$ cat config.mk
export PLATFORM = sky130hd
export DESIGN_NAME = lfsr_frame_ctrl
export DESIGN_NICKNAME = d
export VERILOG_FILES = /design/src/rtl/lfsr_pkg.sv /design/src/rtl/lfsr32_step.sv /design/src/rtl/lfsr_frame_ctrl.sv
export SDC_FILE = /design/constraint.sdc
export NUM_CORES = 1
export LEC_CHECK = 0
export BUFFER_PORTS_ARGS = -buffer_cell sky130_fd_sc_hd__buf_2
export CAP_MARGIN = 10
export CORE_ASPECT_RATIO = 1.4
export CORE_MARGIN = 2
export CORE_UTILIZATION = 56
export CTS_BUF_LIST = sky130_fd_sc_hd__clkbuf_16
export DETAILED_ROUTE_END_ITERATION = 16
export PLACE_DENSITY_LB_ADDON = 0.2
export SLEW_MARGIN = 25
export SYNTH_ARGS = -nofsm -noshare
export SYNTH_HDL_FRONTEND = slang
export SYNTH_HIERARCHICAL = 1
export SYNTH_SLANG_ARGS = --single-unit
export TNS_END_PERCENT = 1
$ cat constraint.sdc
create_clock -name clk -period 3.6 [get_ports clk]
set_input_delay 0.36 -clock clk [delete_from_list [all_inputs] [get_ports clk]]
set_output_delay 0.36 -clock clk [all_outputs]
set_load 0.1 [all_outputs]
$ cat src/rtl/lfsr_pkg.sv
`default_nettype none
// ============================================================================
//  Module   : lfsr_pkg
//  Purpose  : Shared constants, FSM encoding and frame-packing helpers for
//             the LFSR frame sequencer.
//  Config   : FRAME_CSUM_EN - adds a trailing XOR checksum byte per frame
//  Revision : 1.0 - initial release
// ============================================================================
package lfsr_pkg;

   // Byte tags occupying the top three bits of each frame byte
   localparam logic [2:0] TAG_B0 = 3'b000;
   localparam logic [2:0] TAG_B1 = 3'b001;
   localparam logic [2:0] TAG_B2 = 3'b010;
   localparam logic [2:0] TAG_B3 = 3'b011;
   localparam logic [2:0] TAG_B4 = 3'b100;
   localparam logic [2:0] TAG_B5 = 3'b101;
   localparam logic [2:0] TAG_B6 = 3'b110;
   localparam logic [2:0] TAG_B7 = 3'b111;

   // LFSR value after reset, also used whenever a zero seed is requested
   localparam logic [31:0] RST_SEED = 32'h0000_0001;

`ifdef FRAME_CSUM_EN
   localparam int FRAME_BYTES = 9;
`else
   localparam int FRAME_BYTES = 8;
`endif

   typedef enum logic [1:0] {
      ST_IDLE    = 2'd0,
      ST_CAPTURE = 2'd1,
      ST_SEND    = 2'd2,
      ST_CSUM    = 2'd3
   } state_t;

   // Tagged payload byte idx of sample s (bit 0 of byte 0 is a fixed marker)
   function automatic logic [7:0] frame_byte(input logic [31:0] s, input logic [2:0] idx);
      logic [7:0] b;
      b = 8'h00;
      case (idx)
         3'd0:    b = {TAG_B0, s[3:0], 1'b1};
         3'd1:    b = {TAG_B1, s[8:4]};
         3'd2:    b = {TAG_B2, s[13:9]};
         3'd3:    b = {TAG_B3, s[18:14]};
         3'd4:    b = {TAG_B4, s[23:19]};
         3'd5:    b = {TAG_B5, s[28:24]};
         3'd6:    b = {TAG_B6, 2'b00, s[31:29]};
         default: b = {TAG_B7, 5'b00000};
      endcase
      return b;
   endfunction

   // XOR of the eight payload bytes of sample s
   function automatic logic [7:0] frame_csum(input logic [31:0] s);
      logic [7:0] c;
      c = 8'h00;
      for (int i = 0; i < 8; i++) begin
         c = c ^ frame_byte(s, 3'(i));
      end
      return c;
   endfunction

endpackage
`default_nettype wire

$ cat src/rtl/lfsr32_step.sv
`default_nettype none
// ============================================================================
//  Module   : lfsr32_step
//  Purpose  : 32-bit Fibonacci LFSR register with step enable and seed load.
//             A zero seed is replaced by RESET_VALUE so the LFSR never locks.
//  Revision : 1.0 - initial release
// ============================================================================
module lfsr32_step #(
   parameter logic [31:0] RESET_VALUE = 32'h0000_0001
) (
   input  logic        clk,
   input  logic        clr_n,
   input  logic        i_en,
   input  logic        i_load,
   input  logic [31:0] i_seed,
   output logic [31:0] o_q
);

   logic [31:0] r_q;
   logic        w_fb;

   assign w_fb = r_q[31] ^ r_q[21] ^ r_q[1] ^ r_q[0];
   assign o_q  = r_q;

   // Load has priority over stepping; shift right with feedback into bit 31
   always_ff @(posedge clk or negedge clr_n) begin
      if (!clr_n) begin
         r_q <= RESET_VALUE;
      end else if (i_load) begin
         r_q <= (i_seed == 32'h0) ? RESET_VALUE : i_seed;
      end else if (i_en) begin
         r_q <= {w_fb, r_q[31:1]};
      end
   end

endmodule
`default_nettype wire

$ cat src/rtl/lfsr_frame_ctrl.sv
`default_nettype none
// ============================================================================
//  Module   : lfsr_frame_ctrl
//  Purpose  : Snapshots and steps a 32-bit LFSR, packs each sample into a
//             tagged frame and streams it over a valid/ready byte interface.
//             Supports N-frame bursts, continuous runs and host seeding.
//  Config   : FRAME_CSUM_EN - appends a 9th byte, XOR of bytes 0..7
//  Revision : 1.0 - initial release
// ============================================================================
module lfsr_frame_ctrl #(
   parameter int          CNT_W    = 16,
   parameter logic [31:0] RST_SEED = 32'h0000_0001
) (
   input  logic             clk,
   input  logic             clr_n,
   input  logic             start,
   input  logic             continuous,
   input  logic             stop,
   input  logic [CNT_W-1:0] count,
   input  logic             seed_load,
   input  logic [31:0]      seed,
   output logic [7:0]       tx_data,
   output logic             tx_valid,
   input  logic             tx_ready,
   output logic [31:0]      sample,
   output logic             busy,
   output logic             done
);

   import lfsr_pkg::*;

   localparam logic [CNT_W-1:0] c_cnt_one = {{(CNT_W-1){1'b0}}, 1'b1};

   state_t           r_state;
   logic [2:0]       r_idx;
   logic [CNT_W-1:0] r_remaining;
   logic             r_cont;
   logic             r_stop_seen;
   logic [31:0]      r_sample;
   logic [7:0]       r_tx_data;
   logic             r_tx_valid;
   logic             r_busy;
   logic             r_done;

   logic [31:0]      w_q;
   logic             w_accept;
   logic             w_frame_end;
   logic             w_run_over;

   // The LFSR only advances while a sample is being captured; seeding is
   // an idle-only operation, so a same-cycle start sees the new seed first.
   lfsr32_step #(
      .RESET_VALUE (RST_SEED)
   ) u_lfsr (
      .clk    (clk),
      .clr_n  (clr_n),
      .i_en   (r_state == ST_CAPTURE),
      .i_load ((r_state == ST_IDLE) && seed_load),
      .i_seed (seed),
      .o_q    (w_q)
   );

   assign w_accept = r_tx_valid && tx_ready;

`ifdef FRAME_CSUM_EN
   assign w_frame_end = (r_state == ST_CSUM) && w_accept;
`else
   assign w_frame_end = (r_state == ST_SEND) && (r_idx == 3'd7) && w_accept;
`endif

   // End-of-run decision taken on the last byte's handshake; a stop arriving
   // on that very cycle still counts in continuous mode.
   assign w_run_over = r_cont ? (r_stop_seen || stop) : (r_remaining == c_cnt_one);

   // Sequencer FSM with registered stream outputs
   always_ff @(posedge clk or negedge clr_n) begin
      if (!clr_n) begin
         r_state     <= ST_IDLE;
         r_idx       <= 3'd0;
         r_remaining <= '0;
         r_cont      <= 1'b0;
         r_stop_seen <= 1'b0;
         r_sample    <= 32'h0;
         r_tx_data   <= 8'h00;
         r_tx_valid  <= 1'b0;
         r_busy      <= 1'b0;
         r_done      <= 1'b0;
      end else begin
         r_done <= 1'b0;

         if (stop && r_cont && (r_state != ST_IDLE)) begin
            r_stop_seen <= 1'b1;
         end

         case (r_state)
            ST_IDLE: begin
               if (start) begin
                  r_state     <= ST_CAPTURE;
                  r_busy      <= 1'b1;
                  r_cont      <= continuous;
                  r_stop_seen <= 1'b0;
                  r_remaining <= (count == '0) ? c_cnt_one : count;
               end
            end
            ST_CAPTURE: begin
               r_sample   <= w_q;
               r_idx      <= 3'd0;
               r_tx_data  <= frame_byte(w_q, 3'd0);
               r_tx_valid <= 1'b1;
               r_state    <= ST_SEND;
            end
            ST_SEND: begin
               if (w_accept && (r_idx != 3'd7)) begin
                  r_idx     <= r_idx + 3'd1;
                  r_tx_data <= frame_byte(r_sample, r_idx + 3'd1);
               end
`ifdef FRAME_CSUM_EN
               else if (w_accept) begin
                  r_tx_data <= frame_csum(r_sample);
                  r_state   <= ST_CSUM;
               end
`endif
            end
            default: begin
            end
         endcase

         if (w_frame_end) begin
            r_tx_valid <= 1'b0;
            if (w_run_over) begin
               r_state     <= ST_IDLE;
               r_busy      <= 1'b0;
               r_done      <= 1'b1;
               r_stop_seen <= 1'b0;
            end else begin
               r_state <= ST_CAPTURE;
               if (!r_cont) begin
                  r_remaining <= r_remaining - c_cnt_one;
               end
            end
         end
      end
   end

   assign tx_data  = r_tx_data;
   assign tx_valid = r_tx_valid;
   assign sample   = r_sample;
   assign busy     = r_busy;
   assign done     = r_done;

endmodule
`default_nettype wire

==> results by group, run 1 <==
Run status
  • Status: finished, final reports clean

Place
  • HPWL after detailed placement: 9234 um
  • Cell Area, Placed: between 5000 and 6000 um^2
  • Setup WS pre-CTS: roughly 1200 ps
  • Final GP Congestion: between 0.8 and 0.9
  • Port bufs: 97
  • Post-Place Cells: about 700

Final layout
  • Final net count: 665
  • Reg area: 2429 um^2
  • Final instance area: 5663 um^2
  • # diodes: 0
  • Layout fillers: 686
  • Non-filler cells, final: 712
  • Final core utilization: 0.6695
  • Area delta synth->final: 17.35%
  • Footprint of the multi-input gates: 2238 um^2
  • Layout cells sized above 1: 0.2191

Logic synthesis
  • Count leader, synth: nand2_1
  • Mapped Avg Cell Area: between 9 and 10 um^2
  • Syn_nets: 582
  • Gate Count Post-Synth: 519
  • Largest area contributor in the netlist: dfrtp_1
  • Flops & latches, synth: 97
  • Asr flop ratio synth: 1.000
  • Post-synthesis sequential area ratio: 0.5032
  • Primary FF master, synth: dfrtp_1
  • Post-synth top area share: 0.4978
  • Synth cell count leaders: nand2_1 (155), dfrtp_1 (96), o21ai_0 (42), mux2i_1 (31), clkbuf_1 (20)
  • Warning count from the yosys run: 6
  • Dominant cells by area after synthesis: dfrtp_1 (50%), nand2_1 (12%), mux2i_1 (6.4%)
  • Synth unique cells: 52
  • Mapped Area: just under 5000 um^2
  • EDFF count, synth: 0

Clock tree
  • Worst skew pair latency: 350 ps
  • Clock root buffer: clkbuf_16
  • Post-CTS sizing: 0
  • Clock-pin transition on the worst setup and hold timing paths: 60 ps
  • Clk buf depth: 2
  • Cts hold-fix bufs: 0
  • Num CTS Buffers: 9
  • H-tree levels: 3
  • CTS sink cnt: 97
  • CTS tree: done
  • Post-CTS Setup Repair Bufs: 0

Global route
  • Tot GR Track Use: 0.2838
  • Vias in the first global route: roughly 4100
  • Initial antenna violation count: 0
  • First-pass GRT wire length: between 15000 and 20000 um
  • Gr ovfl total: 0
  • Largest net degree at the start of global routing: 64

Routing
  • DRC viols: 0
  • DR vias/cell: ~5.9
  • DRT Wirelength: 12660 um
  • DR WL/cell: 17.78 um
  • Pre-antenna DRT Iters: 5
  • Vias: 4226
  • Detail Route Antenna Nets: 0
  • DR iter-0 viols: around 360

Critical path
  • CP Capture Type: register
  • Crit path launch type: register
  • Crit-path slowest cell: or4_4
  • CP required: 3830 ps
  • Family with the most delay on the worst path: compound AO/OA/AOI/OAI gates
  • Crit Path Max Fanout: 8
  • Worst Path Buf+Inv: 1
  • Kind of critical path: register to register
  • Largest stage delay, worst path: 560 ps
  • Arr. time, crit path: 2660 ps
  • Worst path cell trace: ha_1, ha_1, inv_1, or4_4, o21ai_1, o21ai_1, a211o_1

Die
  • Core ar.: around 8500 um^2
  • Die width: 82.46 um
  • Cell row count: 40
  • Die H: roughly 110 um
  • Die area: between 9000 and 10000 um^2
  • Ports: 98
  • Initial core utilization: 0.5706

Power
  • Power Total: 2.149 mW
  • VDD IR-drop max: 312.3 uV
  • Pwr dens: between 300 and 400 nW/um^2
  • Leakage: between 2 and 3 nW

STA
  • Finish-stage setup viols: 0
  • RSZ-0062 raised after global routing: no
  • Slack of the critical path: 1174 ps
  • WHS: between 70 and 80 ps
  • Crit path time final: 2426 ps
  • Highest clock rate: ~410 MHz
  • Max-slew headroom: 0.3920
  • Clock Skew: 5.105 ps
  • Fin. max-slew vios: 0
  • Slew @ Worst Pin: between 900 and 1000 ps
  • Final period util: 0.6740
  • Final hold viol count: 0
  • Setup TNS: 0 ps

Job
  • Max-cap viol count: 0

Min path
  • Worst min path class: input port to async pin
## power breakdown
part	internal, mW	switching, mW	leakage [nW]
combinational	0.0252	0.0396	1.39
clock	0.597	0.397	0.164
sequential	1.09	0	1.15
total	1.71	0.436	2.70
## area by class of cell
type                            count  share of cell area
Tap cell                          105             0.02320
Timing Repair Buffer              102             0.09280
Clock buffer                        9             0.03977
Multi-Input combinational cell    383              0.3953
Inverter                            9            0.005966
Sequential cell                    97              0.4289
Clock inverter                      7             0.01414
## state kept, by name (all words and copies together) (netlist names), 2 cells and up
register / flops
r_remaining: 16
u_lfsr/o_q: 32
r_idx: 2
sample: 32
tx_data: 8
r_state: 2
## placed cells by master, fill, tap and decap left out, drive strengths merged, types with 2 or more instances in the layout
cell type	n
a31oi	2
and4	2
nor2b	2
o211ai	4
nor2	18
buf	102
mux2i	31
nor4	16
a21boi	2
o221a	2
nand2	155
o311ai	5
and2	4
nand3	4
a221o	2
a211oi	3
or3	6
inv	13
ha	8
nand2b	4
dfrtp	96
a32oi	4
nor3	9
or4	6
a21oi	10
o21ai	47
a222oi	5
bufinv	2
mux2	4
clkbuf	9
a22oi	8
o21a	2
or2	4
a211o	3
## final timing paths
kind                              endpoint     startpoint  cells after the start  slack (ps)
max reg2reg                r_remaining[12]     tx_data[6]                      7        1170
max in group asynchronous       sample[14]          clr_n                      2        2750
min in group clk            u_lfsr/o_q[17]       seed[17]                      3         230
min reg2reg                      sample[5]  u_lfsr/o_q[5]                      2         500
min                         r_remaining[6]          clr_n                      1          70
max                        r_remaining[12]     tx_data[6]                      7        1170
## worst reg2reg max path, cell delays in order (launching register included)
cell	delay (ps)
dfrtp_1	420
ha_1	170
ha_1	170
inv_1	60
or4_4	560
o21ai_1	470
o21ai_1	150
a211o_1	320
## logic make-up (layout without fill, tap and decap cells)
logic type	count (synthesis)	in the layout	synth area share
and+or+nand+nor	235	235	0.2219
AOI/OAI and AO/OA	103	103	0.1395
DFF	97	97	0.5032
buffers and inverters	39	127	0.03422
muxes	35	35	0.07363
adders and majority gates	8	8	0.02074
xor gates and xnor gates	2	2	0.006741
## metal layers
metal	wire length, um	GRT usage	share of wire	up-vias
met2	6676	0.4968	0.53	168
met1	4883	0.3328	0.39	2029
met4	354	0.1067	0.028	0
li1	-	-	-	2002
met5	0	0	0	-
met3	743	0.06171	0.059	27
Power figures use the tool's default switching activity.
==> inputs of run 2 (changes only) <==
--- a/config.mk
+++ b/config.mk
@@ -5,11 +5,12 @@
 export SDC_FILE = /design/constraint.sdc
 export NUM_CORES = 1
 export LEC_CHECK = 0
+export ABC_AREA = 1
 export BUFFER_PORTS_ARGS = -buffer_cell sky130_fd_sc_hd__buf_2
 export CAP_MARGIN = 10
 export CORE_ASPECT_RATIO = 1.4
 export CORE_MARGIN = 2
-export CORE_UTILIZATION = 56
+export CORE_UTILIZATION = 51
 export CTS_BUF_LIST = sky130_fd_sc_hd__clkbuf_16
 export DETAILED_ROUTE_END_ITERATION = 16
 export PLACE_DENSITY_LB_ADDON = 0.2
==> constraint.sdc (replaced) <==
create_clock -name clk -period 2.2 [get_ports clk]
set_input_delay 0.22 -clock clk [delete_from_list [all_inputs] [get_ports clk]]
set_output_delay 0.22 -clock clk [all_outputs]
set_load 0.1 [all_outputs]
==> run 2 against run 1 <==
  * Hold slack improved by 44 ps
  * Clock skew is 7.1 ps higher
  * Wire length rose by 13%
  * Sequential power grew to 3.1 times the previous value
  * Sequential share of layout area decreased by 3.2 points
  * Die area is 18% higher
  * Count of clock-buffer cells in the layout unchanged
  * Clock power rose by 43%
  * Combinational power grew to 79 times the previous value
  * First-iteration DRC count decreased by 11%
  * Via count up 17%
  * Highest routed layer unchanged
==> results by group, run 2 <==
Final layout
  • Reg area: 2429 um^2 (unchanged)
  • Layout fillers: 936 (+36%)
  • Area delta synth->final: 17.08%
  • Footprint of the multi-input gates: 2424 um^2 (+8.3%)
  • Layout cells sized above 1: 0.1726 (-0.04653)
  • Final net count: 875 (+32%)
  • Final core utilization: 0.6145 (-0.05507)
  • Most common cell after layout, fill and taps aside: nand2_1
  • Most frequent cells in the layout: nand2_1 (240), nor2_1 (121), dfrtp_1 (96), buf_2 (96)
  • # diodes: 0 (unchanged)
  • Non-filler cells, final: 952 (+34%)

Global route
  • Tot GR Track Use: 0.2725 (-0.01125)
  • Largest net degree at the start of global routing: 39 (-39%)
  • Met1 Use GR: 0.3095 (-0.02334)
  • Met2 Use GR: 0.5060 (+0.009244)
  • Met3 Resource Use GR: 0.03777 (-0.02394)
  • Gr ovfl total: 0 (unchanged)
  • Grt peak-use layer: met2
  • First-pass GRT wire length: 22970 um (+15%)
  • Vias in the first global route: 4853 (+18%)
  • Initial antenna violation count: 0 (unchanged)

STA
  • Final period util: 0.8858 (+0.2118)
  • WHS: 115.4 ps (+43.83 ps)
  • Slack of the critical path: 251.2 ps (-922.4 ps)
  • Highest clock rate: 513.1 MHz (+25%)
  • Slew @ Worst Pin: 756.7 ps (-155.3 ps)
  • Final hold viol count: 0 (unchanged)
  • Fin. max-slew vios: 0 (unchanged)
  • Crit path time final: 1949 ps (-477.6 ps)
  • Finish-stage setup viols: 0 (unchanged)
  • Max-slew headroom: 0.4950 (+0.1030)
  • RSZ-0062 raised after global routing: no
  • Clock Skew: 12.19 ps (+7.081 ps)
  • Setup TNS: 0 ps (unchanged)

Clock tree
  • Post-CTS Setup Repair Bufs: 0 (unchanged)
  • H-tree levels: 3 (unchanged)
  • Clock root buffer: clkbuf_16
  • Num CTS Buffers: 9 (unchanged)
  • Clock-pin transition on the worst setup and hold timing paths: 70 ps (about the same)
  • Worst skew pair latency: 350 ps (about the same)
  • Clk buf depth: 2 (unchanged)
  • CTS tree: done
  • CTS sink cnt: 97 (unchanged)

Logic synthesis
  • Asr flop ratio synth: 1.000 (unchanged)
  • Mapped Avg Cell Area: 7.275 um^2 (-22%)
  • Syn_nets: 781 (+34%)
  • EDFF count, synth: 0 (unchanged)
  • Synth cell count leaders: nand2_1 (240), nor2_1 (122), dfrtp_1 (96), o21ai_0 (55), inv_1 (54)
  • Combinational family with the most area after synthesis: simple AND/OR/NAND/NOR gates
  • Mapped Area: 5224 um^2 (+8.2%)
  • Mux cell area share after synthesis: 0.007665 (-0.06597)
  • Post-synth top area share: 0.4599 (-0.03792)
  • Primary FF master, synth: dfrtp_1
  • Synth unique cells: 32 (-38%)
  • Flops & latches, synth: 97 (unchanged)
  • Post-Synth Adder-Cell Area: 0.01916 (-0.001580)
  • Gate Count Post-Synth: 718 (+38%)
  • Post-synthesis simple-gate area fraction: 0.3123 (+0.09040)
  • Warning count from the yosys run: 6 (unchanged)
  • Post-synthesis sequential area ratio: 0.4649 (-0.03833)
  • Count leader, synth: nand2_1
  • Largest area contributor in the netlist: dfrtp_1
  • XOR/XNOR share of the synthesized area: 0.01341 (+0.006672)
  • Dominant cells by area after synthesis: dfrtp_1 (46%), nand2_1 (17%), nor2_1 (8.8%)
  • Compound-Gate Fraction of Synth Area: 0.1095 (-0.03003)

Min path
  • Hold path depth: 3
  • Worst min path class: input port to register

Die
  • Core ar.: 9953 um^2 (+18%)
  • Cell row count: 43 (+7.5%)
  • Ports: 98 (unchanged)
  • Die H: 123.8 um (+8.7%)
  • Initial core utilization: 0.5248 (-0.04573)
  • Die width: 89.54 um (+8.6%)
  • Die area: 11080 um^2 (+18%)

Place
  • Port bufs: 97 (unchanged)
  • Setup WS pre-CTS: 219.0 ps (-993.4 ps)
  • HPWL after detailed placement: 11130 um (+21%)
  • Final GP Congestion: 0.9550 (+8.3%)
  • Post-Place Cells: 935 (+34%)

Routing
  • DR iter-0 viols: 325 (-11%)
  • Pre-antenna DRT Iters: 5 (unchanged)
  • DR vias/cell: 5.180 (-13%)
  • DR WL/cell: 14.97 um (-16%)
  • DRT Wirelength: 14260 um (+13%)
  • Detail Route Antenna Nets: 0 (unchanged)
  • Vias: 4931 (+17%)
  • DRC viols: 0 (unchanged)

Critical path
  • Crit-path slowest cell: dfrtp_1
  • Critical path's most frequent cell: nand2_1
  • Family with the most delay on the worst path: adder cells
  • Worst path cell trace: ha_1, ha_2, inv_1, nand2_1, inv_1, nand2_1, nand2_1, nor2_1, nand2_1, nand2_1, a21oi_1
  • Worst Path Buf+Inv: 2 (+1)
  • Reg-to-Reg End: tx_data[1]
  • Largest stage delay, worst path: 450 ps (-110 ps)
  • Reg2reg setup slack: 250 ps (-920 ps)
  • Kind of critical path: register to register
  • CP Depth: 11 (+4)
  • Crit path launch type: register
  • CP Capture Type: register
  • Worst R2R Start: r_idx[0]
  • CP required: 2430 ps (-1400 ps)
  • Crit Path Max Fanout: 9 (+1)
  • Crit. Startpoint: r_idx[0]
  • Worst reg2reg path depth: 11 (+4)
  • Arr. time, crit path: 2180 ps (-480 ps)
  • Worst Setup EP: tx_data[1]

Run status
  • Status: finished, final reports clean

Power
  • Leakage: 3.218 nW (+19%)
  • Pwr dens: 1616 nW/um^2 (+330%)
  • VDD IR-drop max: 1093 uV (+250%)

Job
  • Max-cap viol count: 0 (unchanged)
run 2: cell types whose count changed in the layout (fill, tap and decap cells not counted), moves of 5 or more:
cell | previous run | this run
mux2i_1 | 31 | 4
a222oi_1 | 5 | 0
buf_4 | 6 | 11
nor3_1 | 8 | 3
nor2_1 | 18 | 121
nand2_1 | 155 | 240
nor4_1 | 16 | 0
or3_1 | 6 | 0
xnor2_1 | 1 | 6
inv_1 | 12 | 55
a22oi_1 | 8 | 1
o21ai_0 | 42 | 55
nand3_1 | 4 | 24
a21oi_1 | 10 | 49
run 2: logic make-up (layout without fill, tap and decap cells):
logic type / after synthesis / in the layout
multiplexers: 4 / 4
XOR/XNOR: 8 / 8
AO/OA/AOI/OAI: 112 / 112
flip-flops: 97 / 97
AND/OR/NAND/NOR: 404 / 404
adder cells (fa/ha/maj): 8 / 8
buffers and inverters: 85 / 184
run 2: through the flow:
stage | total power, mW | cell area, um^2
6_report | 9.884 | 6116
4_1_cts | 9.888 | 6111
3_5_place_dp | 8.473 | 5837
5_1_grt | 10.49 | 6116
3_3_place_gp | 8.364 | 5837
2_1_floorplan | 7.293 | 5224
run 2: how the worst min path moves through the flow:
stage / start / end / slack [ps]
floorplan: clr_n / busy / -80
global placement: clr_n / r_remaining[3] / 200
detailed placement: clr_n / r_remaining[1] / 200
CTS: seed[14] / u_lfsr/o_q[14] / 110
global route: seed[5] / u_lfsr/o_q[5] / 130
finish: seed[14] / u_lfsr/o_q[14] / 120
run 2: power by group:
group | internal (mW) | leakage, nW | total, mW | switching (mW)
Clock | 0.752 | 0.125 | 1.42 | 0.664
Sequential | 2.58 | 1.22 | 3.36 | 0.778
Combinational | 1.11 | 1.88 | 5.11 | 4.00
Total | 4.45 | 3.22 | 9.88 | 5.44
run 2: what timing repair did:
| item | 4_1_cts | 5_1_grt |
|---|---|---|
| gates resized for setup | 0 | 2 |
| hold buffers | 1 | 0 |
| hold endpoints to repair | 31 | 0 |
| setup endpoints to repair | 0 | 1 |
run 2: cell type report:
class	count	area share
clock buffer	9	0.03682
clock inverter	7	0.006342
multi-input combinational	536	0.3963
inverter	58	0.03560
tap	135	0.02762
sequential	97	0.3971
timing repair buffer	110	0.1002
run 2: layer usage:
metal	vias to the layer above	routed length [um]	part of all wire
met5	-	0	0
met4	0	374	0.026
met3	24	603	0.042
met2	128	7805	0.55
met1	2331	5472	0.38
li1	2448	-	-
run 2: worst register-to-register path, cell delays in order, from the launching register on:
cell and delay [ps]:
dfrtp_1 450, ha_1 220, ha_2 430, inv_1 120, nand2_1 140, inv_1 80, nand2_1 60, nand2_1 90
nor2_1 90, nand2_1 50, nand2_1 50, a21oi_1 60
